--- src/rtl/std_countdown_timer_if.sv ---
// Handshake bundle for the countdown timer.
// master drives control, slave returns status.
interface std_countdown_timer_if #(
  parameter int WIDTH = 8
);
  logic             i_start;
  logic             i_stop;
  logic [WIDTH-1:0] i_load_value;
  logic             i_tick_en;
  logic             o_busy;
  logic [WIDTH-1:0] o_count;
  logic             o_expire;

  modport master (
    output i_start,
    output i_stop,
    output i_load_value,
    output i_tick_en,
    input  o_busy,
    input  o_count,
    input  o_expire
  );

  modport slave (
    input  i_start,
    input  i_stop,
    input  i_load_value,
    input  i_tick_en,
    output o_busy,
    output o_count,
    output o_expire
  );
endinterface

--- src/rtl/std_countdown_timer.sv ---
// Loadable down-counting timer with prescaler.
// Emits a registered one-cycle expire pulse at zero.
module std_countdown_timer #(
  parameter int WIDTH        = 8,
  parameter int PRESCALE_MAX = 0,
  parameter bit AUTO_RELOAD  = 1'b0
) (
  input  logic i_clk,
  input  logic i_rst,
  std_countdown_timer_if.slave bus
);
  localparam int PW =
    (PRESCALE_MAX > 0) ? $clog2(PRESCALE_MAX + 1) : 1;
  localparam logic [PW-1:0] PMAX = PW'(PRESCALE_MAX);

  localparam logic [0:0] S_IDLE = 1'b0;
  localparam logic [0:0] S_RUN  = 1'b1;

  logic [0:0]       state_q, state_d;
  logic [WIDTH-1:0] count_q, count_d;
  logic [WIDTH-1:0] reload_q, reload_d;
  logic [PW-1:0]    pre_q, pre_d;
  logic             expire_q, expire_d;

  always_comb begin
    state_d  = state_q;
    count_d  = count_q;
    reload_d = reload_q;
    pre_d    = pre_q;
    expire_d = 1'b0;
    if (bus.i_stop) begin
      state_d = S_IDLE;
      count_d = '0;
      pre_d   = '0;
    end else if (bus.i_start) begin
      reload_d = bus.i_load_value;
      count_d  = bus.i_load_value;
      pre_d    = '0;
      if (bus.i_load_value != '0) begin
        state_d = S_RUN;
      end else begin
        state_d  = S_IDLE;
        expire_d = 1'b1;
      end
    end else if (state_q == S_RUN && bus.i_tick_en) begin
      if (pre_q != PMAX) begin
        pre_d = pre_q + PW'(1);
      end else begin
        pre_d = '0;
        if (count_q > WIDTH'(1)) begin
          count_d = count_q - WIDTH'(1);
        end else begin
          // count is 1 here: RUN never holds a zero count
          expire_d = 1'b1;
          if (AUTO_RELOAD) begin
            count_d = reload_q;
          end else begin
            count_d = '0;
            state_d = S_IDLE;
          end
        end
      end
    end
  end

  always_ff @(posedge i_clk or negedge i_rst) begin
    if (!i_rst) begin
      state_q  <= S_IDLE;
      count_q  <= '0;
      reload_q <= '0;
      pre_q    <= '0;
      expire_q <= 1'b0;
    end else begin
      state_q  <= state_d;
      count_q  <= count_d;
      reload_q <= reload_d;
      pre_q    <= pre_d;
      expire_q <= expire_d;
    end
  end

  assign bus.o_busy   = (state_q == S_RUN);
  assign bus.o_count  = count_q;
  assign bus.o_expire = expire_q;
endmodule
--- src/flat_wrapper.sv ---
// flat-port wrapper written by rule: the top's interface ports become plain ports
module std_countdown_timer_flat 
#(
  parameter int WIDTH        = 8,
  parameter int PRESCALE_MAX = 0,
  parameter bit AUTO_RELOAD  = 1'b0
)
  (i_clk, i_rst, bus_i_start, bus_i_stop, bus_i_load_value, bus_i_tick_en, bus_o_busy, bus_o_count, bus_o_expire);
  std_countdown_timer_if #(.WIDTH(WIDTH)) bus_i ();
  input  logic i_clk;
  input  logic i_rst;
  input wire logic [$bits(bus_i.i_start)-1:0] bus_i_start;
  input wire logic [$bits(bus_i.i_stop)-1:0] bus_i_stop;
  input wire logic [$bits(bus_i.i_load_value)-1:0] bus_i_load_value;
  input wire logic [$bits(bus_i.i_tick_en)-1:0] bus_i_tick_en;
  output wire logic [$bits(bus_i.o_busy)-1:0] bus_o_busy;
  output wire logic [$bits(bus_i.o_count)-1:0] bus_o_count;
  output wire logic [$bits(bus_i.o_expire)-1:0] bus_o_expire;
  assign bus_i.i_start = bus_i_start;
  assign bus_i.i_stop = bus_i_stop;
  assign bus_i.i_load_value = bus_i_load_value;
  assign bus_i.i_tick_en = bus_i_tick_en;
  assign bus_o_busy = bus_i.o_busy;
  assign bus_o_count = bus_i.o_count;
  assign bus_o_expire = bus_i.o_expire;
  std_countdown_timer #(.WIDTH(WIDTH), .PRESCALE_MAX(PRESCALE_MAX), .AUTO_RELOAD(AUTO_RELOAD)) u_core (.i_clk(i_clk), .i_rst(i_rst), .bus(bus_i));
endmodule
--- config.mk ---
export PLATFORM = sky130hd
export DESIGN_NAME = std_countdown_timer_flat
export DESIGN_NICKNAME = d
export VERILOG_FILES = /design/src/rtl/std_countdown_timer_if.sv /design/src/rtl/std_countdown_timer.sv /design/src/flat_wrapper.sv
export SDC_FILE = /design/constraint.sdc
export NUM_CORES = 1
export LEC_CHECK = 0
export CORE_ASPECT_RATIO = 1.2
export CORE_UTILIZATION = 40
export DETAILED_ROUTE_END_ITERATION = 7
export PLACE_DENSITY = 0.72
export REMOVE_ABC_BUFFERS = 1
export SETUP_SLACK_MARGIN = 0.5
export SLEW_MARGIN = 20
export SYNTH_ARGS = -nofsm -noshare
export SYNTH_HDL_FRONTEND = slang
export SYNTH_SLANG_ARGS = --single-unit
--- constraint.sdc ---
create_clock -name i_clk -period 3.88 [get_ports i_clk]
set_input_delay 0.776 -clock i_clk [delete_from_list [all_inputs] [get_ports i_clk]]
set_output_delay 0.776 -clock i_clk [all_outputs]
set_load 0.01 [all_outputs]
Yosys cells after proc, flatten, opt, wreduce, memory -nomap -nowiden
Cells that the tools add are included.
Storage, ports and cells
  bits in registers: 11
  input bits: 13
  output and inout port bits: 10
  logic and storage cells: 35
Operators by class
  add/sub/neg operators: 2
  magnitude comparators: 1
  equal/unequal tests: 2
  muxes and demuxes: 21
  reductions and logical operators: 5
Operator list (count)
  8-bit 2-to-1 mux: 5
  1-bit 2-to-1 mux: 16
  8-bit by 1-bit > comparator with 1-bit output (second input constant): 1
  8-bit nonzero test: 1
  8-bit by 1-bit subtractor with 8-bit output (second input constant): 1
  3-bit inequality test (second input constant): 2
  3-bit AND reduction: 1
  3-bit nonzero test: 1
  2-bit AND reduction: 1
  1-bit adder (second input constant): 1
  1-bit logical AND: 1

Depth between registers and ports, before layout
  word-level depth: 6
  mapped depth: 6
  mapped depth without buffers: 6

Least setup slack after synthesis
No wires, ideal clock.
  kind: reg-to-reg
  start: register u_core.count_q[0] (netlist: u_core.bus.o_count[0])
  end: register u_core.count_q[4] (netlist: u_core.bus.o_count[4])
  arrival: 1.833 ns
  data required time: 3.798 ns
  slack: 1.965 ns
  cell stages (with the launch flop): 7
  buffers on the path: 0
  clock period less this slack: 1.915 ns
  cells stage by stage: dfrtp_1 > inv_1 > ha_1 > o21bai_2 > nor3_4 > or4_2 > a31oi_1
Between the ends
  longest elaborated chain between the ends: 6
RTL lines
  start: declaration: line std_countdown_timer.sv:20  | logic [WIDTH-1:0] count_q, count_d;
  start signal: assignment: line std_countdown_timer.sv:75  | count_q <= count_d;
  8-bit by 1-bit subtractor with 8-bit output or 8-bit by 1-bit > comparator with 1-bit output (tied branches): line std_countdown_timer.sv:51, std_countdown_timer.sv:50
  8-bit 2-to-1 mux (*): line std_countdown_timer.sv:50  | if (count_q > WIDTH'(1)) begin
  8-bit 2-to-1 mux (*): line std_countdown_timer.sv:46  | if (pre_q != PMAX) begin
  8-bit 2-to-1 mux (*): line std_countdown_timer.sv:45  | end else if (state_q == S_RUN && bus.i_tick_en) begin
  8-bit 2-to-1 mux (*): line std_countdown_timer.sv:35  | end else if (bus.i_start) begin
  8-bit 2-to-1 mux (*): line std_countdown_timer.sv:31  | if (bus.i_stop) begin
Mark *: on every way between the ends. The rest lies on a longest branch, timed or not. The select of a mux whose other input is x is not followed.
A chain may end at the register's enable or synchronous reset.

Worst setup path after layout
  start: input bus_i_tick_en
  end: register u_core.count_q[6] (netlist: u_core.bus.o_count[6])
Between the ends
  longest elaborated chain between the ends: 3
RTL lines
  start: declaration: line flat_wrapper.sv:15  | input wire logic [$bits(bus_i.i_tick_en)-1:0] bus_i_tick_en;
  1-bit logical AND: line std_countdown_timer.sv:45
  3-bit nonzero test (no line)
  2-bit AND reduction (no line)
No other way between the ends.

==> impl_table.tex <==
\begin{tabular}{lr}
\hline
Metric & Value \\
\hline
\multicolumn{2}{l}{\textbf{Critical path}} \\
Worst path required time & 4.03 ns \\
Endpoint of the lowest-slack register-to-register path & u\_core.bus.o\_count[4]\$\_DFFE\_PN0P\_ \\
Slowest CP cell & or4\_2 \\
Launching point of the worst reg2reg path & u\_core.bus.o\_count[0]\$\_DFFE\_PN0P\_ \\
Crit path largest cell delay & 0.56 ns \\
Crit path capture type & flip-flop \\
CP Cell Sequence & clkdlybuf4s50\_1, nand4b\_1, or4\_2, a32oi\_1, o41ai\_1 \\
Kind of start point of the critical path & input pin \\
Worst r2r path cells & 6 \\
Worst setup startpoint & bus\_i\_tick\_en \\
Critical path fanouts, max & 4 \\
Category of the critical setup timing path & in -> reg \\
Worst Path Arrival & 2.31 ns \\
Slack of the worst reg-to-reg path & 1.87 ns \\
\multicolumn{2}{l}{\textbf{STA}} \\
\# setup viols final & 0 \\
Final-report hold violation count & 0 \\
Worst slew slack as a fraction of its limit & 67.98\% \\
Final setup TNS & 0 ns \\
Slew at the pin closest to its max-slew limit & 0.4785 ns \\
Timing-limited maximum frequency & 462.7 MHz \\
Clock tree skew after final layout & 0.001433 ns \\
Final critical path time including I/O delays and setup & 2.161 ns \\
Unrepaired setup endpoints after global routing & no \\
Share of the clock period used by the worst path after layout & 55.70\% \\
Number of max-slew violations in the final report & 0 \\
\multicolumn{2}{l}{\textbf{CTS}} \\
Clock Sinks & 10 \\
Depth of the CTS H-tree & 1 \\
CTS root buf & clkbuf\_4 \\
Number of instances resized during post-cts repair & 0 \\
Source-to-sink clock delay at the later pin of the worst-skew pair & 0.27 ns \\
\# hold bufs at CTS & 0 \\
Buffer levels on the longest clock path & 2 \\
Post-CTS setup-driven buffer insertion count & 0 \\
Number of buffers created by CTS & 3 \\
Clock tree from TritonCTS & built \\
Clock slew seen by the registers of the worst setup and hold paths & 0.07 ns \\
\multicolumn{2}{l}{\textbf{Pwr}} \\
Leak Pwr & 0.0003662 uW \\
Maximum resistive drop on vdd & 0.0001923 V \\
Power density relative to cell area & 323.5 nW/um\^{}2 \\
\multicolumn{2}{l}{\textbf{Drt}} \\
Initial drt markers & 15 \\
Total number of vias & 685 \\
DRC errors left & 0 \\
1st-pass router iterations & 4 \\
Avg WL per Cell & 14.68 um \\
Remaining number of nets flagged by the antenna check after routing & 0 \\
Routed via count divided by cell count & 6.171 \\
Post-Route WL & 1.629 mm \\
\multicolumn{2}{l}{\textbf{Cells and area}} \\
Area of all placed cells without fillers & 930.9 sq um \\
Share of layout cells above drive strength 1 & 10.64\% \\
Top library cells by usage in the layout, fill and taps aside & clkdlybuf4s50\_1, dfrtp\_1, inv\_1 \\
Fin util & 62.78\% \\
Layout overhead on the synthesized area & 40.91\% \\
Antenna diode instance count & 0 \\
Commonest non-fill, non-tap cell in the layout & clkdlybuf4s50\_1 \\
Final layout net count & 110 \\
\multicolumn{2}{l}{\textbf{Placement}} \\
Area after DPL & 894.6 sq um \\
DP HPWL & 1.243 mm \\
Final RePlAce weighted congestion & 0.8787 \\
Count of buffers from port buffering & 22 \\
\multicolumn{2}{l}{\textbf{Floorplanning}} \\
Height of the chip & 46.52 um \\
Core region area & 1483 sq um \\
Die outline width & 39.10 um \\
Cell row count & 15 \\
Full die area & 1819 sq um \\
I/O pin total & 23 \\
Initial core utilization & 44.56\% \\
\multicolumn{2}{l}{\textbf{GRT}} \\
Overall routing resource usage & 22.66\% \\
Wire length of the first global-routing pass & 2.773 mm \\
Largest net degree at the start of global routing & 12 \\
Vias in the first global route & 648 \\
Number of antenna violations at the first check in global routing & 0 \\
Overflow left after global routing & 0 \\
\multicolumn{2}{l}{\textbf{Synth}} \\
Post-Syn Area & 660.6 sq um \\
Number of flops mapped to enable cells by yosys & 0 \\
Average footprint of a synthesized cell & 9.438 sq um \\
Number of synthesis warnings & 0 \\
Number of unique standard cell types used by synthesis & 33 \\
Async set or reset register ratio after synthesis & 100.0\% \\
Predominant post-synthesis flop cell & dfrtp\_1 \\
Seq/Total Area, Yosys & 37.88\% \\
Synthesized instance count & 70 \\
Number of synthesized register bits & 10 \\
\multicolumn{2}{l}{\textbf{Min path}} \\
Worst hold path class & reg -> reg \\
Worst hold path endpoint & u\_core.bus.o\_count[6]\$\_DFFE\_PN0P\_ \\
Number of cells traversed by the worst hold path & 2 \\
Critical hold path startpoint & u\_core.bus.o\_count[6]\$\_DFFE\_PN0P\_ \\
\multicolumn{2}{l}{\textbf{Run status}} \\
Status & complete, no violations \\
\multicolumn{2}{l}{\textbf{Run}} \\
\# Max-Cap Violations & 0 \\
\hline
\end{tabular}
-- final cells by class --
type                       instances  area, sq um
fill                             162        551.8
timing repair buffer              22        220.2
multi-input combinational         52        380.4
tap                               17        21.27
clock buffer                       4        36.28
sequential                        10        250.2
inverter                           6        22.52
-- cell usage after synthesis (all sizes together) (2+ instances only) --
cell	number	area (sq um)
or4	6	51.30
nor2	3	11.26
o41ai	2	17.52
a31o	2	17.52
ha	2	25.02
nor3	4	31.28
a21oi	2	10.01
o21ai	8	40.04
o21bai	2	18.77
nand2	5	18.77
inv	6	22.52
clkbuf	2	7.510
a31oi	2	12.51
dfrtp	10	250.2
-- power by group --
part | total [uW] | switching (uW) | internal [uW]
Sequential | 121 | 10.3 | 111
Clock | 96.9 | 39.9 | 57.0
Combinational | 82.8 | 40.8 | 42.1
-- cell families (layout without fill, tap and decap cells) --
family	Yosys count	after routing	synth area share, %
AOI/OAI and AO/OA	27	27	31.44
adders and majority gates	2	2	3.787
buffers and inverters	8	32	4.546
DFF	10	10	37.88
and+or+nand+nor	23	23	22.35
-- metrics by stage --
stage | worst slack [ns] | total power, uW | hold slack [ns] | std cells
2_1_floorplan | 1.965 | 164.9 | 0.4804 | 68
3_3_place_gp | 1.474 | 205.6 | 0.5423 | 107
3_5_place_dp | 1.435 | 205.9 | 0.5502 | 107
4_1_cts | 1.722 | 302.0 | 0.5665 | 111
5_1_grt | 1.589 | 316.9 | 0.5921 | 111
6_report | 1.719 | 301.1 | 0.5668 | 111
-- sequential cells by signal, summed over array words and instances, names as in the netlist --
signal               flops
u_core.bus.o_count       8
u_core.bus.o_busy        1
u_core.bus.o_expire      1
-- worst max path at each step --
stage                                              endpoint  slack, ns  depth (start not counted)
after floorplan           u_core.bus.o_count[4]$_DFFE_PN0P_       1.97                          6
after global placement    u_core.bus.o_count[6]$_DFFE_PN0P_       1.47                          5
after detailed placement  u_core.bus.o_count[6]$_DFFE_PN0P_       1.44                          5
after CTS                 u_core.bus.o_count[6]$_DFFE_PN0P_       1.72                          5
after global routing      u_core.bus.o_count[6]$_DFFE_PN0P_       1.59                          4
final                     u_core.bus.o_count[6]$_DFFE_PN0P_       1.72                          5
-- per-layer routing --
| metal | part of all wire, % | track usage, % |
|---|---|---|
| met2 | 46 | 34.33 |
| met4 | 1.8 | 14.48 |
| met3 | 6.0 | 2.899 |
| met1 | 46 | 29.85 |
| met5 | 0 | 0 |
-- critical path, delay by kind of cell --
kind                   cells  cell delay, ns
AO/OA/AOI/OAI              2            0.30
AND/OR/NAND/NOR            2            0.72
buffers and inverters      1            0.51
Power figures use the tool's default switching activity.
